**src/rtl/edge_trigger_pkg.sv**
```systemverilog
// Shared types and constants for the edge_trigger block: control FSM states
// and the pipeline latency from the monitored input to the history register.
package edge_trigger_pkg;

  typedef enum logic [0:0] {
    PRIME = 1'b0,
    ARMED = 1'b1
  } state_e;

  localparam int unsigned MAX_SYNC_STAGES = 3;
  localparam int unsigned CNT_W           = 3;

  // Clocks needed after reset before in_q and in_d both hold real samples.
  function automatic int unsigned prime_latency(input int unsigned sync_stages);
    return 32'd2 + sync_stages;
  endfunction

endpackage

```
**src/rtl/edge_trigger_sync.sv**
```systemverilog
// Optional input synchronizer: a chain of STAGES reset-to-zero flops, or a
// plain wire when STAGES is 0.
module edge_trigger_sync #(
  parameter int unsigned STAGES = 0
) (
  input  logic clk,
  input  logic reset,
  input  logic d,
  output logic q
);

  generate
    if (STAGES == 0) begin : g_pass
      logic unused_clk_reset;
      assign unused_clk_reset = clk ^ reset;
      assign q = d;
    end else begin : g_chain
      logic [STAGES-1:0] chain;

      always_ff @(posedge clk or negedge reset) begin
        if (!reset) begin
          chain <= '0;
        end else begin
          chain[0] <= d;
          for (int i = 1; i < STAGES; i++) begin
            chain[i] <= chain[i-1];
          end
        end
      end

      assign q = chain[STAGES-1];
    end
  endgenerate

endmodule

```
**src/rtl/edge_trigger.sv**
```systemverilog
// Polarity-selectable edge detector: emits a registered one-cycle tick for
// each edge of in matching en, suppressed until the pipeline has refilled.
module edge_trigger
  import edge_trigger_pkg::*;
#(
  parameter int unsigned SYNC_STAGES = 0
) (
  input  logic clk,
  input  logic reset,
  input  logic in,
  input  logic en,
  output logic tick
);

  localparam int unsigned       LATENCY = prime_latency(SYNC_STAGES);
  localparam logic [CNT_W-1:0]  LAST    = CNT_W'(LATENCY - 1);

  logic              sync_out;
  logic              in_q;
  logic              in_d;
  logic              detect;
  state_e            state;
  logic [CNT_W-1:0]  prime_cnt;

  edge_trigger_sync #(
    .STAGES (SYNC_STAGES)
  ) u_sync (
    .clk   (clk),
    .reset (reset),
    .d     (in),
    .q     (sync_out)
  );

  always_ff @(posedge clk or negedge reset) begin
    if (!reset) begin
      in_q <= 1'b0;
      in_d <= 1'b0;
    end else begin
      in_q <= sync_out;
      in_d <= in_q;
    end
  end

  // en is used live, so a polarity change landing with an input change
  // classifies that change under the new polarity.
  assign detect = (in_q == en) && (in_d != en);

  // Stay in PRIME until both history registers hold post-reset samples, so a
  // level present at reset release cannot look like an edge from zero.
  always_ff @(posedge clk or negedge reset) begin
    if (!reset) begin
      state     <= PRIME;
      prime_cnt <= '0;
    end else begin
      case (state)
        PRIME: begin
          if (prime_cnt == LAST) begin
            state <= ARMED;
          end else begin
            prime_cnt <= prime_cnt + 1'b1;
          end
        end
        ARMED: state <= ARMED;
        default: state <= PRIME;
      endcase
    end
  end

  always_ff @(posedge clk or negedge reset) begin
    if (!reset) begin
      tick <= 1'b0;
    end else begin
      tick <= (state == ARMED) && detect;
    end
  end

endmodule

```
**config.mk**
```make
export PLATFORM = sky130hd
export DESIGN_NAME = edge_trigger
export DESIGN_NICKNAME = d
export VERILOG_FILES = /design/src/rtl/edge_trigger_pkg.sv /design/src/rtl/edge_trigger_sync.sv /design/src/rtl/edge_trigger.sv
export SDC_FILE = /design/constraint.sdc
export NUM_CORES = 1
export LEC_CHECK = 0
export ABC_AREA = 1
export BUFFER_PORTS_ARGS = -buffer_cell sky130_fd_sc_hd__buf_2
export CAP_MARGIN = 30
export CORE_AREA = 2 2 39 41
export CTS_BUF_LIST = sky130_fd_sc_hd__clkbuf_2 sky130_fd_sc_hd__clkbuf_4 sky130_fd_sc_hd__clkbuf_8
export DETAILED_ROUTE_END_ITERATION = 10
export DIE_AREA = 0 0 41 43
export GPL_TIMING_DRIVEN = 1
export PLACE_DENSITY_LB_ADDON = 0.1
export SLEW_MARGIN = 20
export SYNTH_ARGS = -nofsm -noshare
export SYNTH_HDL_FRONTEND = slang
export SYNTH_HIERARCHICAL = 1
export SYNTH_SLANG_ARGS = --single-unit
```
**constraint.sdc**
```tcl
create_clock -name clk -period 1.3 [get_ports clk]
set_input_delay 0.26 -clock clk [delete_from_list [all_inputs] [get_ports clk]]
set_output_delay 0.26 -clock clk [all_outputs]
set_load 0.01 [all_outputs]
```
==> impl_results.md, run 1 <==
* Status: completed
* Final Cell Area at 392 µm²
* Final Net Count at 50
* Area contributors post-synth: dfrtp_1, nand2_1, ha_1, inv_1, nand3b_1
* Fmax at 0.969 GHz
* Post-route ant nets at 0
* Post-synth top area share at 54.9%
* Final Util at 28.3%
* Crit path arrival time at 1.19 ns
* Sum of negative setup slack at 0 ns
* Kind of critical path: register to register
* Number of cells on the critical path at 5
* Final Non-Filler Cells at 59
* Initial antenna violation count at 0
* Final Slew Violations at 0
* Number of global-route vias before repair at 231
* Port buffer count at 4
* CP peak stage delay at 0.41 ns
* Routed wire per std cell at 8.85 µm
* Placed insts at 54
* Post-Syn Area per Cell at 9.12 µm²
* First-pass GRT wire length at 938 µm
* Post-synth top area cell: dfrtp_1
* Final period util at 79.4%
* DP Worst Slack at 0.267 ns
* Initial Util at 23.1%
* Setup crit end kind: register
* GP Congestion at 0.738
* Placement Cell Area at 352 µm²
* Netlist cell types at 10
* Max cap viols at 0
* Final hold slack at 0.108 ns
* Routed wire length at 522 µm
* Cell family with most CP delay: flip-flops
* Worst setup margin at 0.268 ns
* Seq/Total Area, Yosys at 54.9%
* Clock transition at path regs at 0.06 ns
* Leak at 0.209 nW
* Width of the die at 41 µm
* Yosys warnings at 6
* Skew final at 0.000420 ns
* HPWL Detailed at 394 µm
* Total power at 475 µW
* CTS tree: done
* Root Driver: clkbuf_4
* Clock buffer depth at 2
* Number of setup buffers added after CTS at 0
* Final hold violation count at 0
* Post-Syn Nets at 41
* Synthesized cell area at 319 µm²
* RSZ-0062 raised after global routing: false
* CORE AREA at 1380 µm²
* Pin count of the biggest net entering global routing at 8
* Cells after Synth at 35
* Crit path buffers/inverters at 0
* Max FO, Critical Path at 4
* Worst-Skew Late Latency at 0.26 ns
* I/O pin count at 5
* Num rows at 14
* All-Layer GR Usage at 8.61%
* Max rail drop VDD at 0.501 mV
* GRT overflow at 0
* Die height at 43 µm
* Synth-to-Final Area Change at 22.7%
* Hold Crit Class: primary input to register
* Cts bufs inserted at 3
* Remaining DRCs at 0
* Vias per cell at 3.86
* Crit-path cells: ha_1 > nand2_2 > nand2_2 > nand2_1 > nand2_1
* Die area at 1760 µm²
* Reg2Reg Depth at 5
* Layout cell share with drive strength beyond 1 at 25.6%
* Flops & latches, synth at 7
* Final Setup Violations at 0
* PD cells at 1210 nW/µm²
* CTS sink cnt at 7
* Ant diodes at 0
* Hold path depth at 1
* CTS H-tree depth at 1
* Via Count at 228
* Worst-Margin Slew at 0.164 ns
* CP Launch Type: register
* WP data required at 1.45 ns
* First-pass DRT Iterations at 1
* DRT iter0 DRCs at 0
* Slew HR at 89.0%
* Min Tclk post-route at 1.03 ns
* Slowest-stage cell, CP: dfrtp_1
## logic make-up (layout without fill, tap and decap cells)
logic type | Yosys count | in the layout | share of synthesized area [%]
AOI/OAI and AO/OA | 2 | 2 | 3.14
buffers and inverters | 8 | 16 | 10.6
adders and majority gates | 2 | 2 | 7.84
DFF | 7 | 7 | 54.9
and+or+nand+nor | 16 | 16 | 23.5
## repair_timing
action                                 CTS  global route
setup endpoints to repair                0             0
endpoints found under the hold margin    7             0
gates resized for setup                  0             0
hold buffers                             1             0
## registers in the layout, indices dropped and copies added (netlist names)
name       cells
in_d           1
in_q           1
prime_cnt      3
state          1
tick           1
## cell type report
cell class / instances / area (µm²)
flip-flops and latches: 7 / 175
multi-input cells: 20 / 110
fillers: 146 / 992
well taps: 16 / 20.0
clock buffers: 4 / 30.0
repair buffers: 5 / 30.0
inverters: 7 / 26.3
## path summary, 6_finish.rpt
kind                                           from                        to  slack, ns
setup / recovery           prime_cnt[0]$_DFFE_PN0P_  prime_cnt[2]$_DFFE_PN0P_       0.27
hold / removal                                   in            in_q$_DFF_PN0_       0.11
min in group asynchronous                     reset  prime_cnt[2]$_DFFE_PN0P_       0.37
hold reg to reg                      in_q$_DFF_PN0_            in_d$_DFF_PN0_       0.41
setup reg to reg           prime_cnt[0]$_DFFE_PN0P_  prime_cnt[2]$_DFFE_PN0P_       0.27
max in group asynchronous                     reset            in_q$_DFF_PN0_       0.78
## placed cells by master (no fill, tap or decap)
cell type | netlist | layout
a21oi_1 | 2 | 2
buf_2 | 0 | 4
clkbuf_4 | 0 | 4
dfrtp_1 | 7 | 7
dlygate4sd3_1 | 0 | 1
ha_1 | 2 | 2
inv_1 | 6 | 6
inv_2 | 1 | 1
nand2_1 | 10 | 10
nand2_2 | 2 | 2
nand3_1 | 2 | 2
nand3b_1 | 2 | 2
## routing by layer
layer / global-route usage (%) / wire length (µm)
met2: 10.6 / 219
met1: 10.9 / 252
met4: 8.00 / 27
met3: 3.14 / 23
met5: 0 / 0
## synthesized netlist by cell type, drive strengths merged
| master | number |
|---|---|
| nand2 | 12 |
| ha | 2 |
| dfrtp | 7 |
| a21oi | 2 |
| nand3b | 2 |
| buf | 1 |
| inv | 7 |
| nand3 | 2 |
## where the power goes
part           total (mW)  internal [mW]  switching [mW]
combinational      0.0181        0.00866         0.00947
clock               0.231          0.139          0.0925
sequential          0.225          0.223         0.00222
Power figures use the tool's default switching activity.
==> inputs of run 2 (changes only) <==
==> constraint.sdc (replaced) <==
create_clock -name clk -period 0.9 [get_ports clk]
set_input_delay 0.18 -clock clk [delete_from_list [all_inputs] [get_ports clk]]
set_output_delay 0.18 -clock clk [all_outputs]
set_load 0.01 [all_outputs]
==> impl_results.md, run 2 (synthesis gave the netlist of run 1 again) <==
* First-pass DRT Iterations at 2
* Final hold violation count at 0
* Slew HR at 88.3%
* Final period util at 106%
* Sw Pwr at 132 µW
* All-Layer GR Usage at 8.93%
* Layout cell share with drive strength beyond 1 at 34.1%
* FF/Latch Area at 175 µm²
* Hold Crit Class: primary input to register
* Routed wire length at 525 µm
* First-pass GRT wire length at 1010 µm
* WP data required at 1.04 ns
* Setup crit end kind: register
* Crit path buffers/inverters at 1
* Hold path depth at 1
* Initial Util at 23.1%
* Final Setup Violations at 4
* Vias per cell at 3.82
* Hold Crit Endpoint: in_q$_DFF_PN0_
* Logic gate share of total power at 3.9%
* Ant diodes at 0
* Clock buffer depth at 2
* Root Driver: clkbuf_4
* GRT overflow at 0
* Worst-Skew Late Latency at 0.25 ns
* Fmax at 1.04 GHz
* Kind of critical path: register to register
* Max rail drop VDD at 0.594 mV
* Met2 Wirelength at 266 µm
* Crit-path cells: inv_2 > ha_4 > nand2_4 > nand2_4 > nand2_1 > nand2_1
* Num rows at 14
* Net Sw Frac at 19.8%
* CP Launch Type: register
* Synth-to-Final Area Change at 32.9%
* Post-route ant nets at 0
* Worst setup margin at -0.0573 ns
* CP peak stage delay at 0.39 ns
* Leak at 0.230 nW
* Crit path arrival time at 1.09 ns
* Die height at 43 µm
* Multi-input logic area at 135 µm²
* Routed wire per std cell at 8.75 µm
* Worst R2R Setup Slack at -0.06 ns
* CORE AREA at 1380 µm²
* Number of setup buffers added after CTS at 0
* PD cells at 1570 nW/µm²
* Power share of the clock group at 47.2%
* Reg2Reg Launch Point: prime_cnt[1]$_DFFE_PN0P_
* Most frequent cells in the layout: nand2_1, dfrtp_1, inv_1
* DP Worst Slack at -0.0768 ns
* Final Net Count at 51
* Width of the die at 41 µm
* Fillers at 149
* DR WL met3 at 18 µm
* Worst r2r dst: prime_cnt[1]$_DFFE_PN0P_
* Crit path from: prime_cnt[1]$_DFFE_PN0P_
* Cell family with most CP delay: flip-flops
* Max FO, Critical Path at 4
* Via Count at 229
* Number of global-route vias before repair at 245
* Hold Startpoint: in
* Reg power frac at 48.9%
* Worst-Margin Slew at 0.175 ns
* Most common cell after layout, fill and taps aside: nand2_1
* CTS tree: done
* Skew final at 0.000741 ns
* Clock transition at path regs at 0.05 ns
* Port buffer count at 4
* Cts bufs inserted at 3
* RSZ-0062 raised after global routing: true
* Reg2Reg Depth at 6
* Min Tclk post-route at 0.957 ns
* Total power at 667 µW
* I/O pin count at 5
* Slowest-stage cell, CP: dfrtp_1
* Max cap viols at 0
* Pint at 534 µW
* HPWL Detailed at 398 µm
* Pin count of the biggest net entering global routing at 8
* DR top layer: met3
* CTS sink cnt at 7
* Reg with most FFs: prime_cnt
* Violated checks: setup timing
* Status: finished, violations left
* GP Congestion at 0.632
* DRT iter0 DRCs at 1
* Final Slew Violations at 0
* Met1 WL at 240 µm
* Largest register FFs at 3
* Remaining DRCs at 0
* Die area at 1760 µm²
* CTS H-tree depth at 1
* Initial antenna violation count at 0
-- run 2: cell count changes in the layout (fill, tap and decap cells not counted), sizes merged --
| cell | change |
|---|---|
| buf | +1 |
-- run 2: layer usage --
metal | vias up | global-route usage (%)
met5 | - | 0
met3 | 0 | 1.57
met1 | 104 | 12.0
met4 | 0 | 10.0
met2 | 3 | 10.6
li1 | 122 | -
-- run 2: repair_timing --
item,in CTS,in global routing
hold endpoints to repair,7,0
hold buffers,1,0
endpoints found under the setup margin,4,5
resized for setup,2,0
pin swaps,0,1
-- run 2: layout make-up --
class,count,area share [%]
sequential,7,41.3
timing repair buffer,6,8.85
clock buffer,4,7.08
multi-input combinational,20,31.9
tap,16,4.72
inverter,7,6.19
-- run 2: per-stage QoR --
step	setup TNS, ns	std cells	utilization [%]	hold slack, ns	cell area (µm²)
finish	-0.161	60	30.7	0.0332	424
CTS	-0.185	60	30.7	0.0237	424
floorplan	-0.0250	35	-	-0.116	334
global placement	-0.137	55	27.0	0.0209	374
detailed placement	-0.213	55	27.0	0.0225	374
global route	-0.427	60	30.7	0.0285	424
-- run 2: worst max-delay path by stage --
stage          cells after the start                       end  slack, ns
5_1_grt                            6  prime_cnt[0]$_DFFE_PN0P_      -0.14
2_1_floorplan                      5  prime_cnt[1]$_DFFE_PN0P_      -0.01
3_5_place_dp                       6  prime_cnt[1]$_DFFE_PN0P_      -0.08
3_3_place_gp                       5  prime_cnt[1]$_DFFE_PN0P_      -0.05
6_report                           6  prime_cnt[1]$_DFFE_PN0P_      -0.06
4_1_cts                            6  prime_cnt[1]$_DFFE_PN0P_      -0.06
-- run 2: power groups by stage --
stage | Sequential, mW | Clock [mW] | Combinational, mW
2_1_floorplan | 0.333 | 0 | 0.00853
3_3_place_gp | 0.331 | 0 | 0.0230
3_5_place_dp | 0.331 | 0 | 0.0239
4_1_cts | 0.326 | 0.331 | 0.0274
5_1_grt | 0.327 | 0.343 | 0.0308
6_report | 0.326 | 0.315 | 0.0262
==> inputs of run 3 (changes only) <==
--- a/config.mk
+++ b/config.mk
@@ -5,7 +5,6 @@
 export SDC_FILE = /design/constraint.sdc
 export NUM_CORES = 1
 export LEC_CHECK = 0
-export ABC_AREA = 1
 export BUFFER_PORTS_ARGS = -buffer_cell sky130_fd_sc_hd__buf_2
 export CAP_MARGIN = 30
 export CORE_AREA = 2 2 39 41
==> impl_results.md, run 3 <==
* CTS H-tree depth at 1
* Status: finished, violations left
* Ys flop type: dfrtp_1
* Fillers at 146
* Post-synth top area share at 59.3%
* HPWL Detailed at 334 µm
* Final hold violation count at 0
* Most frequent cells in the layout: dfrtp_1, clkbuf_4, buf_2
* Yosys warnings at 6
* Max cap viols at 0
* GP Congestion at 0.595
* CTS sink cnt at 7
* Worst-Margin Slew at 0.163 ns
* Hold Crit Endpoint: in_q$_DFF_PN0_
* GRT overflow at 0
* Post-synth top area cell: dfrtp_1
* Remaining DRCs at 0
* Kind of critical path: register to register
* Asr flop ratio synth at 100%
* Routed wire length at 475 µm
* Vias per cell at 3.86
* Number of synthesized flops with an enable pin at 0
* Final Setup Violations at 5
* Final Net Count at 42
* Cts bufs inserted at 3
* CORE AREA at 1380 µm²
* Die area at 1760 µm²
* Clock buffer depth at 2
* Fmax at 0.981 GHz
* Worst setup margin at -0.119 ns
* Crit path buffers/inverters at 0
* Num rows at 14
* Post-Syn Area per Cell at 12.3 µm²
* Crit path arrival time at 1.19 ns
* Die height at 43 µm
* Worst r2r dst: prime_cnt[1]$_DFFE_PN0P_
* Width of the die at 41 µm
* RSZ-0062 raised after global routing: true
* Hold path depth at 1
* Reg2Reg Launch Point: prime_cnt[0]$_DFFE_PN0P_
* Root Driver: clkbuf_4
* Seq/Total Area, Yosys at 59.3%
* Slowest-stage cell, CP: dfrtp_1
* Max rail drop VDD at 0.732 mV
* Skew final at 0.00496 ns
* First-pass DRT Iterations at 4
* Cells after Synth at 24
* Cell family with most CP delay: flip-flops
* Hold Startpoint: in
* Final Cell Area at 403 µm²
* DP Worst Slack at -0.141 ns
* Post-Syn Nets at 30
* Setup crit end kind: register
* Routed wire per std cell at 9.31 µm
* Multi-input logic area at 110 µm²
* Flops & latches, synth at 7
* Initial antenna violation count at 0
* Number of global-route vias before repair at 187
* Port buffer count at 4
* CP peak stage delay at 0.42 ns
* Slew HR at 89.2%
* I/O pin count at 5
* Netlist cell types at 13
* DRT iter0 DRCs at 2
* Leak at 0.180 nW
* Count leader, synth: dfrtp_1
* Largest register FFs at 3
* CTS tree: done
* Ant diodes at 0
* Placement Cell Area at 345 µm²
* Most common cell after layout, fill and taps aside: dfrtp_1
* Reg2Reg Depth at 3
* Crit-path cells: ha_4 > a21oi_4 > mux2i_1
* Synthesized cell area at 295 µm²
* Final period util at 113%
* First-pass GRT wire length at 724 µm
* Post-route ant nets at 0
* Min Tclk post-route at 1.02 ns
* Pin count of the biggest net entering global routing at 8
* Initial Util at 21.3%
* Number of cells on the critical path at 3
* Violated checks: setup timing
* WP data required at 1.07 ns
* Worst-Skew Late Latency at 0.25 ns
* Max FO, Critical Path at 3
* Area contributors post-synth: dfrtp_1, ha_1, a21oi_4, inv_1, a21oi_1
* FF/Latch Area at 175 µm²
* CP Launch Type: register
* Worst R2R Setup Slack at -0.12 ns
* Final Slew Violations at 0
* Synth cell count leaders: dfrtp_1, inv_1, a21oi_1, ha_1, nor2_1
* PD cells at 1630 nW/µm²
* Synth-to-Final Area Change at 36.4%
* Hold Crit Class: primary input to register
* Clock transition at path regs at 0.05 ns
* Layout cell share with drive strength beyond 1 at 45.7%
* Reg with most FFs: prime_cnt
* All-Layer GR Usage at 7.49%
* Via Count at 197
run 3: changes by cell type in the layout (fill, tap and decap cells not counted), moves of 2 or more:
cell / before / now
nand3_1: 2 / 0
nand2_1: 10 / 1
buf_4: 1 / 3
nor2_1: 0 / 2
inv_1: 5 / 2
nand2_4: 2 / 0
run 3: per-layer routing:
layer  part of all wire (%)  wire [µm]  vias to the layer above  track usage (%)
li1                       -          -                       97                -
met1                     41        194                       94             5.28
met2                     51        241                        4             10.6
met3                    6.3         30                        2             4.71
met4                    1.7          8                        0             10.0
met5                      0          0                        -                0
run 3: worst reg2reg max path, stage by stage (launching register included):
cell and delay [ns]:
dfrtp_1 0.42, ha_4 0.19, a21oi_4 0.16, mux2i_1 0.19
run 3: logic make-up after synthesis:
logic type | Yosys count | share of synthesized area [%]
XOR/XNOR | 1 | 2.97
flip-flops | 7 | 59.3
multiplexers | 1 | 3.39
buffers and inverters | 5 | 7.63
AO/OA/AOI/OAI | 4 | 11.9
adder cells (fa/ha/maj) | 2 | 8.47
AND/OR/NAND/NOR | 4 | 6.36
run 3: repair_timing:
item | CTS | global route
buffers inserted | 1 | 0
gates cloned | 0 | 0
hold endpoints to repair | 7 | 0
hold buffers | 1 | 0
setup endpoints to repair | 5 | 5
gates resized for setup | 2 | 0
pin swaps | 1 | 0
run 3: metrics by stage:
stage                     setup TNS, ns  power [mW]  hold slack [ns]  util [%]  std cells
after floorplan                  -0.203       0.340           -0.116         -         24
after global placement           -0.324       0.353           0.0186      25.0         45
after detailed placement         -0.379       0.354           0.0220      25.0         45
after CTS                        -0.365       0.677           0.0330      29.1         51
after global routing             -0.514       0.703           0.0320      29.1         51
final                            -0.337       0.656           0.0437      29.1         51
run 3: worst max path at each step:
stage,startpoint,slack (ns),to
3_3_place_gp,prime_cnt[0]$_DFFE_PN0P_,-0.10,prime_cnt[1]$_DFFE_PN0P_
2_1_floorplan,prime_cnt[0]$_DFFE_PN0P_,-0.08,prime_cnt[1]$_DFFE_PN0P_
5_1_grt,prime_cnt[0]$_DFFE_PN0P_,-0.16,prime_cnt[1]$_DFFE_PN0P_
4_1_cts,prime_cnt[0]$_DFFE_PN0P_,-0.12,prime_cnt[1]$_DFFE_PN0P_
3_5_place_dp,prime_cnt[0]$_DFFE_PN0P_,-0.14,prime_cnt[1]$_DFFE_PN0P_
6_report,prime_cnt[0]$_DFFE_PN0P_,-0.12,prime_cnt[1]$_DFFE_PN0P_
run 3: where the power goes:
| part | internal (mW) | switching (mW) | leakage, nW |
|---|---|---|---|
| Clock | 0.199 | 0.106 | 0.0184 |
| Sequential | 0.323 | 0.00318 | 0.0817 |
| Combinational | 0.0125 | 0.0128 | 0.0801 |
| Total | 0.534 | 0.122 | 0.180 |
run 3: final cells by class:
type	instances	share of cell area (%)
clock buffer	4	7.45
inverter	4	3.73
multi-input combinational	12	27.3
sequential	7	43.5
tap	16	4.97
timing repair buffer	8	13.0
